File: config.mk
export PLATFORM = sky130hd
export DESIGN_NAME = fifo_uart_tx
export DESIGN_NICKNAME = d
export VERILOG_FILES = /design/src/rtl/fifo_uart_tx.sv
export SDC_FILE = /design/constraint.sdc
export NUM_CORES = 1
export LEC_CHECK = 0
export BUFFER_PORTS_ARGS = -buffer_cell sky130_fd_sc_hd__buf_4
export CAP_MARGIN = 40
export CORE_UTILIZATION = 50
export CTS_CLUSTER_DIAMETER = 40
export DETAILED_ROUTE_END_ITERATION = 10
export PLACE_DENSITY = 0.73
export SYNTH_ARGS = -nofsm -noshare
export SYNTH_HDL_FRONTEND = slang
export SYNTH_SLANG_ARGS = --single-unit
File: constraint.sdc
create_clock -name clk_i -period 1.55 [get_ports clk_i]
set_input_delay 0.31 -clock clk_i [delete_from_list [all_inputs] [get_ports clk_i]]
set_output_delay 0.31 -clock clk_i [all_outputs]
set_load 0.02 [all_outputs]
File: src/rtl/fifo_uart_tx.sv
// UART transmit stage: pops one byte from the upstream fifo per frame and serialises it
// as start, DATA_W data bits LSB-first, optional parity, then STOP_BITS stop bits.
module fifo_uart_tx #(
  parameter int unsigned CLKS_PER_BIT = 4,
  parameter int unsigned DATA_W       = 8,
  parameter int unsigned PARITY       = 0,
  parameter int unsigned STOP_BITS    = 1
) (
  input  logic              clk_i,
  input  logic              rst_n_i,
  input  logic              in_valid_i,
  input  logic [DATA_W-1:0] in_data_i,
  output logic              in_ready_o,
  output logic              tx_o,
  output logic              busy_o,
  output logic              frame_done_o
);

  localparam int unsigned BAUD_W = (CLKS_PER_BIT > 1) ? $clog2(CLKS_PER_BIT) : 1;
  localparam int unsigned BIT_W  = $clog2(DATA_W + 1);

  localparam logic [BAUD_W-1:0] BAUD_LAST   = BAUD_W'(CLKS_PER_BIT - 1);
  localparam logic [BAUD_W-1:0] BAUD_PENULT = BAUD_W'(CLKS_PER_BIT - 2);
  localparam logic [BIT_W-1:0]  DATA_LAST   = BIT_W'(DATA_W - 1);
  localparam logic [BIT_W-1:0]  STOP_LAST   = BIT_W'(STOP_BITS - 1);

  typedef enum logic [2:0] {
    S_IDLE,
    S_START,
    S_DATA,
    S_PARITY,
    S_STOP
  } state_t;

  state_t              state_q;
  logic [BAUD_W-1:0]   baud_q;
  logic [BIT_W-1:0]    bit_q;
  logic [DATA_W-1:0]   shift_q;
  logic                parity_q;
  logic                tx_q;
  logic                busy_q;
  logic                frame_done_q;

  logic                baud_wrap;
  logic [BAUD_W-1:0]   baud_d;
  logic                parity_d;

  assign baud_wrap = (baud_q == BAUD_LAST);
  assign baud_d    = baud_wrap ? '0 : baud_q + 1'b1;
  // Parity is captured with the byte so the data shift can be destructive.
  assign parity_d  = (PARITY == 2) ? ~(^in_data_i) : (^in_data_i);

  assign in_ready_o   = (state_q == S_IDLE) && rst_n_i;
  assign tx_o         = tx_q;
  assign busy_o       = busy_q;
  assign frame_done_o = frame_done_q;

  always_ff @(posedge clk_i) begin
    if (!rst_n_i) begin
      state_q      <= S_IDLE;
      baud_q       <= '0;
      bit_q        <= '0;
      shift_q      <= '0;
      parity_q     <= 1'b0;
      tx_q         <= 1'b1;
      busy_q       <= 1'b0;
      frame_done_q <= 1'b0;
    end else begin
      frame_done_q <= 1'b0;
      case (state_q)
        S_IDLE: begin
          tx_q   <= 1'b1;
          busy_q <= 1'b0;
          baud_q <= '0;
          bit_q  <= '0;
          if (in_valid_i) begin
            state_q  <= S_START;
            shift_q  <= in_data_i;
            parity_q <= parity_d;
            tx_q     <= 1'b0;
            busy_q   <= 1'b1;
          end
        end

        S_START: begin
          baud_q <= baud_d;
          if (baud_wrap) begin
            state_q <= S_DATA;
            bit_q   <= '0;
            tx_q    <= shift_q[0];
          end
        end

        S_DATA: begin
          baud_q <= baud_d;
          if (baud_wrap) begin
            if (bit_q == DATA_LAST) begin
              bit_q <= '0;
              if (PARITY != 0) begin
                state_q <= S_PARITY;
                tx_q    <= parity_q;
              end else begin
                state_q <= S_STOP;
                tx_q    <= 1'b1;
              end
            end else begin
              bit_q   <= bit_q + 1'b1;
              shift_q <= shift_q >> 1;
              tx_q    <= shift_q[1];
            end
          end
        end

        S_PARITY: begin
          baud_q <= baud_d;
          if (baud_wrap) begin
            state_q <= S_STOP;
            bit_q   <= '0;
            tx_q    <= 1'b1;
          end
        end

        S_STOP: begin
          baud_q <= baud_d;
          tx_q   <= 1'b1;
          // Registered pulse: raised one cycle early so it lands on the final stop cycle.
          if ((bit_q == STOP_LAST) && (baud_q == BAUD_PENULT)) begin
            frame_done_q <= 1'b1;
          end
          if (baud_wrap) begin
            if (bit_q == STOP_LAST) begin
              state_q <= S_IDLE;
              bit_q   <= '0;
              busy_q  <= 1'b0;
            end else begin
              bit_q <= bit_q + 1'b1;
            end
          end
        end

        default: begin
          state_q <= S_IDLE;
          tx_q    <= 1'b1;
          busy_q  <= 1'b0;
        end
      endcase
    end
  end

endmodule

# Yosys cells after proc, flatten, opt, wreduce, memory -nomap -nowiden
# Cells that the tools add are included.
# W data, S select, Z words.
[word_totals] ff_bits=20 input_bits=11 out_inout_bits=4 word_cells=73
[classes] n_addsub=2 n_eq_ne=16 n_mux=31 bitwise=1 n_reduce_logical=16
[op_table] op="$mux W8" n=3
[op_table] op="$mux W3" n=7
[op_table] op="$mux W4" n=5
[op_table] op="$ne A2 B2 Y1 const B" n=8
[op_table] op="$pmux W4 S4" n=1
[op_table] op="$pmux W8 S2" n=1
[op_table] op="$pmux W3 S5" n=1
[op_table] op="$mux W1" n=9
[op_table] op="$reduce_and A4 Y1" n=2
[op_table] op="$reduce_and A7 Y1" n=1
[op_table] op="$eq A3 B2 Y1 const B" n=2
[op_table] op="$reduce_and A3 Y1" n=2
[op_table] op="$add A4 B1 Y4 const B" n=1
[op_table] op="$eq A2 B2 Y1 const B" n=2
[op_table] op="$eq A4 B3 Y1 const B" n=1
[op_table] op="$logic_not A4 Y1" n=1
[op_table] op="$pmux W1 S4" n=1
[op_table] op="$pmux W2 S2" n=1
[op_table] op="$reduce_bool A2 Y1" n=2
[op_table] op="$reduce_bool A4 Y1" n=1
[op_table] op="$reduce_or A4 Y1" n=1
[op_table] op="$eq A3 B1 Y1 const B" n=1
[op_table] op="$eq A3 B3 Y1 const B" n=1
[op_table] op="$logic_not A3 Y1" n=1
[op_table] op="other kinds (9)" n=10

# Depth between registers and ports, before layout
# Gate-level depths: netlist of the first run.
[logic_depth] depth_word=4 mapped_depth=6 ltp_nobuf=6

# Worst setup path after synthesis of the first run
# Ideal clock, no wire load.
[synth_timing] kind="reg2reg" start="register bit_q[0]" end="register state_q[2]" setup_time_ns=0.116 arrival_time_ns=1.581 t_required_ns=1.434 setup_slack_ns=-0.147 path_stages_with_launch=7 n_path_buf=0 period_less_slack_ns=1.697 path_cell_list="dfxtp_1 > inv_1 > ha_1 > or3b_4 > a32o_2 > o211a_1 > a41o_1"
[synth_via] elab_chain_cells=3 word_cells_on_any_way=5 classes_between="eq/ne: 3; reduce/logical: 2"
[synth_lines] element="start, declared" line_no="37" source="logic [BIT_W-1:0] bit_q;"
[synth_lines] element="start signal, assigned" line_no="107" source="bit_q <= bit_q + 1'b1;"
[synth_lines] element="start signal, assigned" line_no="136" source="bit_q <= bit_q + 1'b1;"
[synth_lines] element="$eq A4 B3 Y1 or $logic_not A4 Y1 (tied branches)" line_no="97, 131"
[synth_lines] element="$ne A2 B2 Y1 (no line)"
[synth_lines] element="$reduce_and A7 Y1 (no line) *"
[synth_lines] element="end signal, assigned" line_no="100" source="state_q <= S_PARITY;"
[synth_lines] element="end signal, assigned" line_no="103" source="state_q <= S_STOP;"
[synth_lines] element="end signal, assigned" line_no="117" source="state_q <= S_STOP;"
[synth_lines] element="end, declared" line_no="35" source="state_t state_q;"
# Every way passes the cells marked *; elsewhere a longest branch is shown, timed or not.
# A chain may end at the register's enable or synchronous reset.

# Worst setup path in the final report of the first run
[layout_timing] start="register state_q[2]" end="output port in_ready_o"
[layout_via] elab_chain_cells=2
[layout_lines] element="start signal, assigned" line_no="60" source="state_q <= S_IDLE;"
[layout_lines] element="start signal, assigned" line_no="77" source="state_q <= S_START;"
[layout_lines] element="start signal, assigned" line_no="88" source="state_q <= S_DATA;"
[layout_lines] element="$logic_not A3 Y1" line_no="53" source="assign in_ready_o = (state_q == S_IDLE) && rst_n_i;"
[layout_lines] element="$logic_and A1 B1 Y1" line_no="53"
[layout_lines] element="end, declared" line_no="13" source="output logic in_ready_o,"
# No other way between the ends.

==> summary.md, run 1 <==
| Metric | Value |
|---|---|
| Internal power | 922 uW |
| Number of synthesized flops with an enable pin | 0 |
| Achievable Freq | 0.580 GHz |
| Total congestion overflow | 0 |
| Pre-antenna DRT Iters | 4 |
| Crit path max-delay family | simple AND/OR/NAND/NOR gates |
| Tot GR Track Use | 23.0% |
| Die H | 49.6 um |
| Die ar. | 0.00246 mm^2 |
| Final Wtd Congestion | 0.879 |
| Peak VDD IR | 0.000794 V |
| Yosys warns | 0 |
| Vias in the first global route | 1054 |
| Count of unique library cells instantiated by Yosys | 36 |
| Final Hold Viols | 0 |
| Total power | 1.38 mW |
| WP buf/inv | 2 |
| Async SR Flop Fraction | 0% |
| DR WL/cell | 14.1 um |
| Power Dens Cells | 929 mW/mm^2 |
| Fin crit period | 1.73 ns |
| Final setup margin | -0.175 ns |
| First-pass GRT wire length | 4410 um |
| Filler instances | 164 |
| ANT cells | 0 |
| Fin util | 72.7% |
| Synth Net Count | 144 |
| Rel. slew slack | 80.1% |
| CTS H-Tree Depth | 1 |
| PortBufs | 14 |
| Post-Syn Area | 0.00113 mm^2 |
| Largest net degree at the start of global routing | 23 |
| Io pins | 15 |
| ANT nets after route | 0 |
| Worst Max-Slew Pin Slew | 0.298 ns |
| RSZ-0062 raised after global routing | true |
| Clock latency on the worst-skew pair | 0.30 ns |
| Die Wd | 49.6 um |
| Post-CTS Hold Buffers | 0 |
| Leakage | 0.671 nW |
| Placement Setup Slack | -0.124 ns |
| Initial Util | 55.5% |
| Initial antenna violation count | 0 |
| Max Cap Viol | 0 |
| Post-route clock skew | 0.0111 ns |
| Slew Limit Fails | 0 |
| Post-synthesis sequential area ratio | 35.3% |
| CTS tree | built |
| NetSw | 457 uW |
| Root Driver | clkbuf_4 |
| Sw frac | 33.1% |
| DP HPWL | 1850 um |
| Layout area overhead | 30.9% |
| Crit-path cells | buf_4 -> nor3_4 -> and2_1 -> buf_4 |
| Post-Route WL | 2590 um |
| Clk sinks | 20 |
| Gate power share | 37.1% |
| CTS Buffer Depth | 2 |
| Max FO, Critical Path | 8 |
| Synthesized flop and latch total | 20 |
| Worst setup EP type | output port |
| Post-Syn Instances | 129 |
| Final net count | 174 |
| CP startpoint kind | register |
| Failing checks | negative setup slack |
| Hold Crit Class | in2reg |
| Main synth FF type | dfxtp_1 |
| Clock power frac | 17.8% |
| Syn Area/Cell | 8.79 um^2 |
| Setup violators final | 15 |
| Clock buffer count from CTS | 3 |
| Clock transition at the registers of the reported paths | 0.12 ns |
| CP arrival | 1.42 ns |
| Crit-path max cell delay | 0.39 ns |
| CP Data Required Time | 1.24 ns |
| Via Count | 1073 |
| Top cell by count, worst path | buf_4 |
| Crit Path Class | reg2out |
| Status | finished, violations left |
| Core Region | 0.00204 mm^2 |
| Seq pwr share | 45.1% |
| DRC | 0 |
| DR iter-0 viols | 31 |
| Via density | 5.83 |
| Share of layout cells above drive strength 1 | 35.0% |
| Fin crit share | 111% |
| CP max-delay cell | dfxtp_1 |
| FP Rows | 16 |
-- metal layers --
metal / up-vias / part of all wire [%] / global-route usage [%]
met1: 513 / 46 / 28.5
li1: 532 / - / -
met2: 26 / 48 / 39.6
met5: - / 0 / 0
met3: 2 / 4.8 / 3.70
met4: 0 / 0.54 / 8.57
-- synth_stat cells (3+ instances only) --
cell type	n	area [um^2]
nand2_1	17	63.8
o21ai_0	7	35.0
o211a_1	8	80.1
inv_1	5	18.8
nor2b_1	3	18.8
nor2_1	7	26.3
ha_1	4	50.1
dfxtp_1	20	400
buf_2	5	25.0
o211ai_1	4	30.0
mux2i_1	8	80.1
nand3_1	3	15.0
a21boi_0	3	22.5
clkbuf_1	3	11.3
nand4_1	4	25.0
-- sequential cells by signal (all words and copies together) (netlist names) --
register,cells
shift_q,8
bit_q,4
state_q,3
baud_q,2
busy_o,1
frame_done_o,1
tx_o,1
-- what timing repair did --
action,CTS,global route
hold endpoints to repair,0,0
setup endpoints to repair,17,17
pin swaps,1,5
buffers inserted,0,3
resized for setup,4,15
-- path summary, 6_finish.rpt --
path / from / to / slack [ns] / depth (start not counted)
worst min-delay path: in_data_i[7] / shift_q[7] / 0.26 / 3
worst max register to register: bit_q[0] / state_q[2] / -0.14 / 6
worst min register to register: shift_q[7] / shift_q[7] / 0.48 / 2
worst max-delay path: state_q[2] / in_ready_o / -0.18 / 4
-- power by group through the flow --
stage | sequential, mW | combinational [mW] | clock (mW)
2_1_floorplan | 0.621 | 0.306 | 0
3_3_place_gp | 0.623 | 0.456 | 0
3_5_place_dp | 0.630 | 0.471 | 0
4_1_cts | 0.618 | 0.485 | 0.256
5_1_grt | 0.628 | 0.563 | 0.277
6_report | 0.622 | 0.512 | 0.245
-- per-stage QoR --
| step | area, um^2 | TNS [ns] | hold slack (ns) | std cells |
|---|---|---|---|---|
| 6_report | 1480 | -0.688 | 0.263 | 184 |
| 5_1_grt | 1480 | -1.71 | 0.268 | 184 |
| 4_1_cts | 1410 | -1.23 | 0.258 | 181 |
| 3_5_place_dp | 1380 | -0.870 | 0.469 | 178 |
| 3_3_place_gp | 1380 | -0.188 | 0.454 | 178 |
| 2_1_floorplan | 1130 | -0.216 | 0.436 | 129 |
-- layout make-up --
cell class	instances	area (um^2)	share of cell area (%)
timing repair buffer	35	279	18.8
tap	27	33.8	2.28
inverter	5	18.8	1.26
multi-input combinational	94	727	49.0
clock buffer	3	22.5	1.52
sequential	20	403	27.2
-- cell usage in the layout, fill, tap and decap left out, types with 2 or more instances in the layout --
cell	count
buf_4	33
a32o_2	2
a21boi_0	2
dfxtp_2	2
nor2b_1	3
and2_1	2
ha_4	2
nand4b_1	2
clkbuf_4	3
or3_1	2
inv_2	2
mux2i_1	8
o21ai_0	5
nor4_1	2
dfxtp_1	18
nor2_1	7
o211a_1	8
nand2_1	17
nand3_1	3
inv_1	3
nand4_1	4
o211ai_1	4
-- cell families (layout without fill, tap and decap cells) --
family / Yosys count / in the layout / synth area share (%)
fa+ha+maj: 5 / 5 / 5.30
flops: 20 / 20 / 35.3
mux: 8 / 8 / 7.06
xor+xnor: 1 / 1 / 0.773
buf+inv: 15 / 43 / 6.18
compound gates: 29 / 29 / 20.4
simple gates: 51 / 51 / 24.9
-- worst min-delay path, cell delays in order --
cell and delay [ns]:
buf_4 0.08, nand4b_1 0.08, o21ai_0 0.07
Power figures use the tool's default switching activity.
==> run 2, diff against run 1 <==
--- a/config.mk
+++ b/config.mk
@@ -11,6 +11,7 @@
 export CTS_CLUSTER_DIAMETER = 40
 export DETAILED_ROUTE_END_ITERATION = 10
 export PLACE_DENSITY = 0.73
+export REMOVE_ABC_BUFFERS = 1
 export SYNTH_ARGS = -nofsm -noshare
 export SYNTH_HDL_FRONTEND = slang
 export SYNTH_SLANG_ARGS = --single-unit
==> run 2 against run 1 <==
The run still ends with negative setup slack left. Via count down 1.2%. Clock power up 75%. Non-clock buffer count unchanged. Final cell count up 0.54%. Cell area up 3.2%. Sequential share of layout area down 0.76 points. Largest cell class unchanged. Highest routed layer unchanged.
==> summary.md, run 2 (synthesis gave the netlist of run 1 again) <==
| Metric | Value |
|---|---|
| Rel. slew slack | 79.9% (-0.16 points) |
| Clock transition at the registers of the reported paths | 0.13 ns (about the same) |
| Crit path max-delay family | compound AO/OA/AOI/OAI gates |
| Io pins | 15 (unchanged) |
| Clk sinks | 20 (unchanged) |
| First-pass GRT wire length | 4330 um (-1.9%) |
| CTS Buffer Depth | 2 (unchanged) |
| Via density | 5.73 (-1.7%) |
| Final net count | 174 (unchanged) |
| PortBufs | 14 (unchanged) |
| Crit-path max cell delay | 0.36 ns (-0.03 ns) |
| CTS tree | built |
| Post-route clock skew | 0.0166 ns (+0.00551 ns) |
| Most frequent cells in the layout | buf_4 (32), nand2_1 (17), dfxtp_1 (17), mux2i_1 (8), o211a_1 (8) |
| Initial antenna violation count | 0 (unchanged) |
| Setup violators final | 8 (-7) |
| DP HPWL | 1700 um (-8.0%) |
| RSZ-0062 raised after global routing | true |
| Power Dens Cells | 1040 mW/mm^2 (+12%) |
| Total congestion overflow | 0 (unchanged) |
| Vias in the first global route | 997 (-5.4%) |
| DR WL/cell | 14.5 um (+3.0%) |
| Post-Route WL | 2680 um (+3.6%) |
| Multi-input gate area | 726 um^2 (-0.17%) |
| Crit-path cells | inv_2 -> ha_4 -> or3b_4 -> a32o_2 -> o211a_1 -> a41o_1 |
| Core Region | 0.00204 mm^2 (unchanged) |
| Placement Setup Slack | -0.176 ns (-0.0515 ns) |
| Final hold slack | 0.295 ns (+0.0320 ns) |
| WP buf/inv | 1 (-1) |
| Post-CTS Hold Buffers | 0 (unchanged) |
| Fin crit period | 1.65 ns (-0.0796 ns) |
| Leakage | 0.690 nW (+2.7%) |
| Slew Limit Fails | 0 (unchanged) |
| Worst setup EP type | register |
| CTS H-Tree Depth | 1 (unchanged) |
| Initial Util | 55.5% (unchanged) |
| CP startpoint kind | register |
| Die Wd | 49.6 um (unchanged) |
| Layout area overhead | 35.1% |
| Clock buffer count from CTS | 3 (unchanged) |
| Die H | 49.6 um (unchanged) |
| Max Cap Viol | 0 (unchanged) |
| Via Count | 1060 (-1.2%) |
| Max reg flops | 8 (unchanged) |
| Most common cell after layout, fill and taps aside | buf_4 |
| Final setup margin | -0.0958 ns (+0.0796 ns) |
| Failing checks | negative setup slack |
| Tot GR Track Use | 22.6% (-0.41 points) |
| CP arrival | 1.87 ns (+0.45 ns) |
| ANT cells | 0 (unchanged) |
| Pre-antenna DRT Iters | 6 (+2) |
| Register area | 404 um^2 (+0.31%) |
| Reg with most FFs | shift_q |
| Filler instances | 154 (-6.1%) |
| DR iter-0 viols | 32 (+3.2%) |
| Max FO, Critical Path | 3 (-5) |
| DRC | 0 (unchanged) |
| Share of layout cells above drive strength 1 | 36.1% (+1.0 points) |
| Fin crit share | 106% (-5.1 points) |
| Crit Path Class | reg2reg |
| Status | finished, violations left |
| Achievable Freq | 0.608 GHz (+4.8%) |
| Total power | 1.60 mW (+16%) |
| Peak VDD IR | 0.000853 V (+7.5%) |
| CP max-delay cell | or3b_4 |
| Root Driver | clkbuf_4 |
| Final Wtd Congestion | 0.772 (-12%) |
| Largest registers | shift_q (8), bit_q (4), state_q (3) |
| Hold Crit Class | in2reg |
| FP Rows | 16 (unchanged) |
| Final Hold Viols | 0 (unchanged) |
| Die ar. | 0.00246 mm^2 (unchanged) |
| Setup TNS Final | -0.490 ns (+0.197 ns) |
| CP Data Required Time | 1.77 ns (+0.53 ns) |
| Worst Max-Slew Pin Slew | 0.301 ns (+0.00355 ns) |
| Largest net degree at the start of global routing | 30 (+30%) |
| Clock latency on the worst-skew pair | 0.31 ns (about the same) |
| ANT nets after route | 0 (unchanged) |
[run 2: final timing paths]
kind / startpoint / end / slack (ns) / cells past startpoint
setup / recovery: bit_q[0] / state_q[2] / -0.1 / 6
hold / removal: in_data_i[7] / shift_q[7] / 0.29 / 3
setup reg to reg: bit_q[0] / state_q[2] / -0.1 / 6
hold reg to reg: shift_q[7] / shift_q[7] / 0.48 / 2
[run 2: per-layer routing]
layer	vias up	share of wire, %	global-route usage (%)
li1	527	-	-
met1	494	43	28.5
met2	35	51	37.8
met3	4	5.0	4.01
met4	0	0.86	8.57
met5	-	0	0
[run 2: final cells by class]
cell class | count | share of cell area, %
Tap cell | 27 | 2.21
Inverter | 5 | 1.23
Clock buffer | 3 | 1.47
Multi-Input combinational cell | 94 | 47.4
Sequential cell | 20 | 26.4
Timing Repair Buffer | 35 | 19.4
Clock inverter | 1 | 1.96
[run 2: report_power, final]
| part | switching [mW] | leakage [nW] | internal [mW] | total (mW) |
|---|---|---|---|---|
| Combinational | 0.261 | 0.496 | 0.281 | 0.542 |
| Sequential | 0.0521 | 0.165 | 0.573 | 0.625 |
| Clock | 0.168 | 0.0279 | 0.261 | 0.429 |
| Total | 0.481 | 0.690 | 1.12 | 1.60 |
[run 2: stage by stage]
step | cells | cell area [um^2] | utilization [%]
after detailed placement | 177 | 1370 | 66.9
after global routing | 185 | 1530 | 75.0
after global placement | 177 | 1370 | 66.9
after CTS | 183 | 1450 | 71.1
after floorplan | 119 | 1080 | -
final | 185 | 1530 | 75.0
[run 2: worst reg2reg max path, delay by kind of cell (launching register included)]
family,cells,cell delay (ns)
compound gates,3,0.68
fa+ha+maj,1,0.11
buf+inv,1,0.07
flops,1,0.35
simple gates,1,0.36
[run 2: repair_timing]
action / 4_1_cts / 5_1_grt
cloned: 0 / 1
buffers inserted: 2 / 1
setup endpoints to repair: 15 / 17
gates resized for setup: 9 / 10
pin swaps: 6 / 0
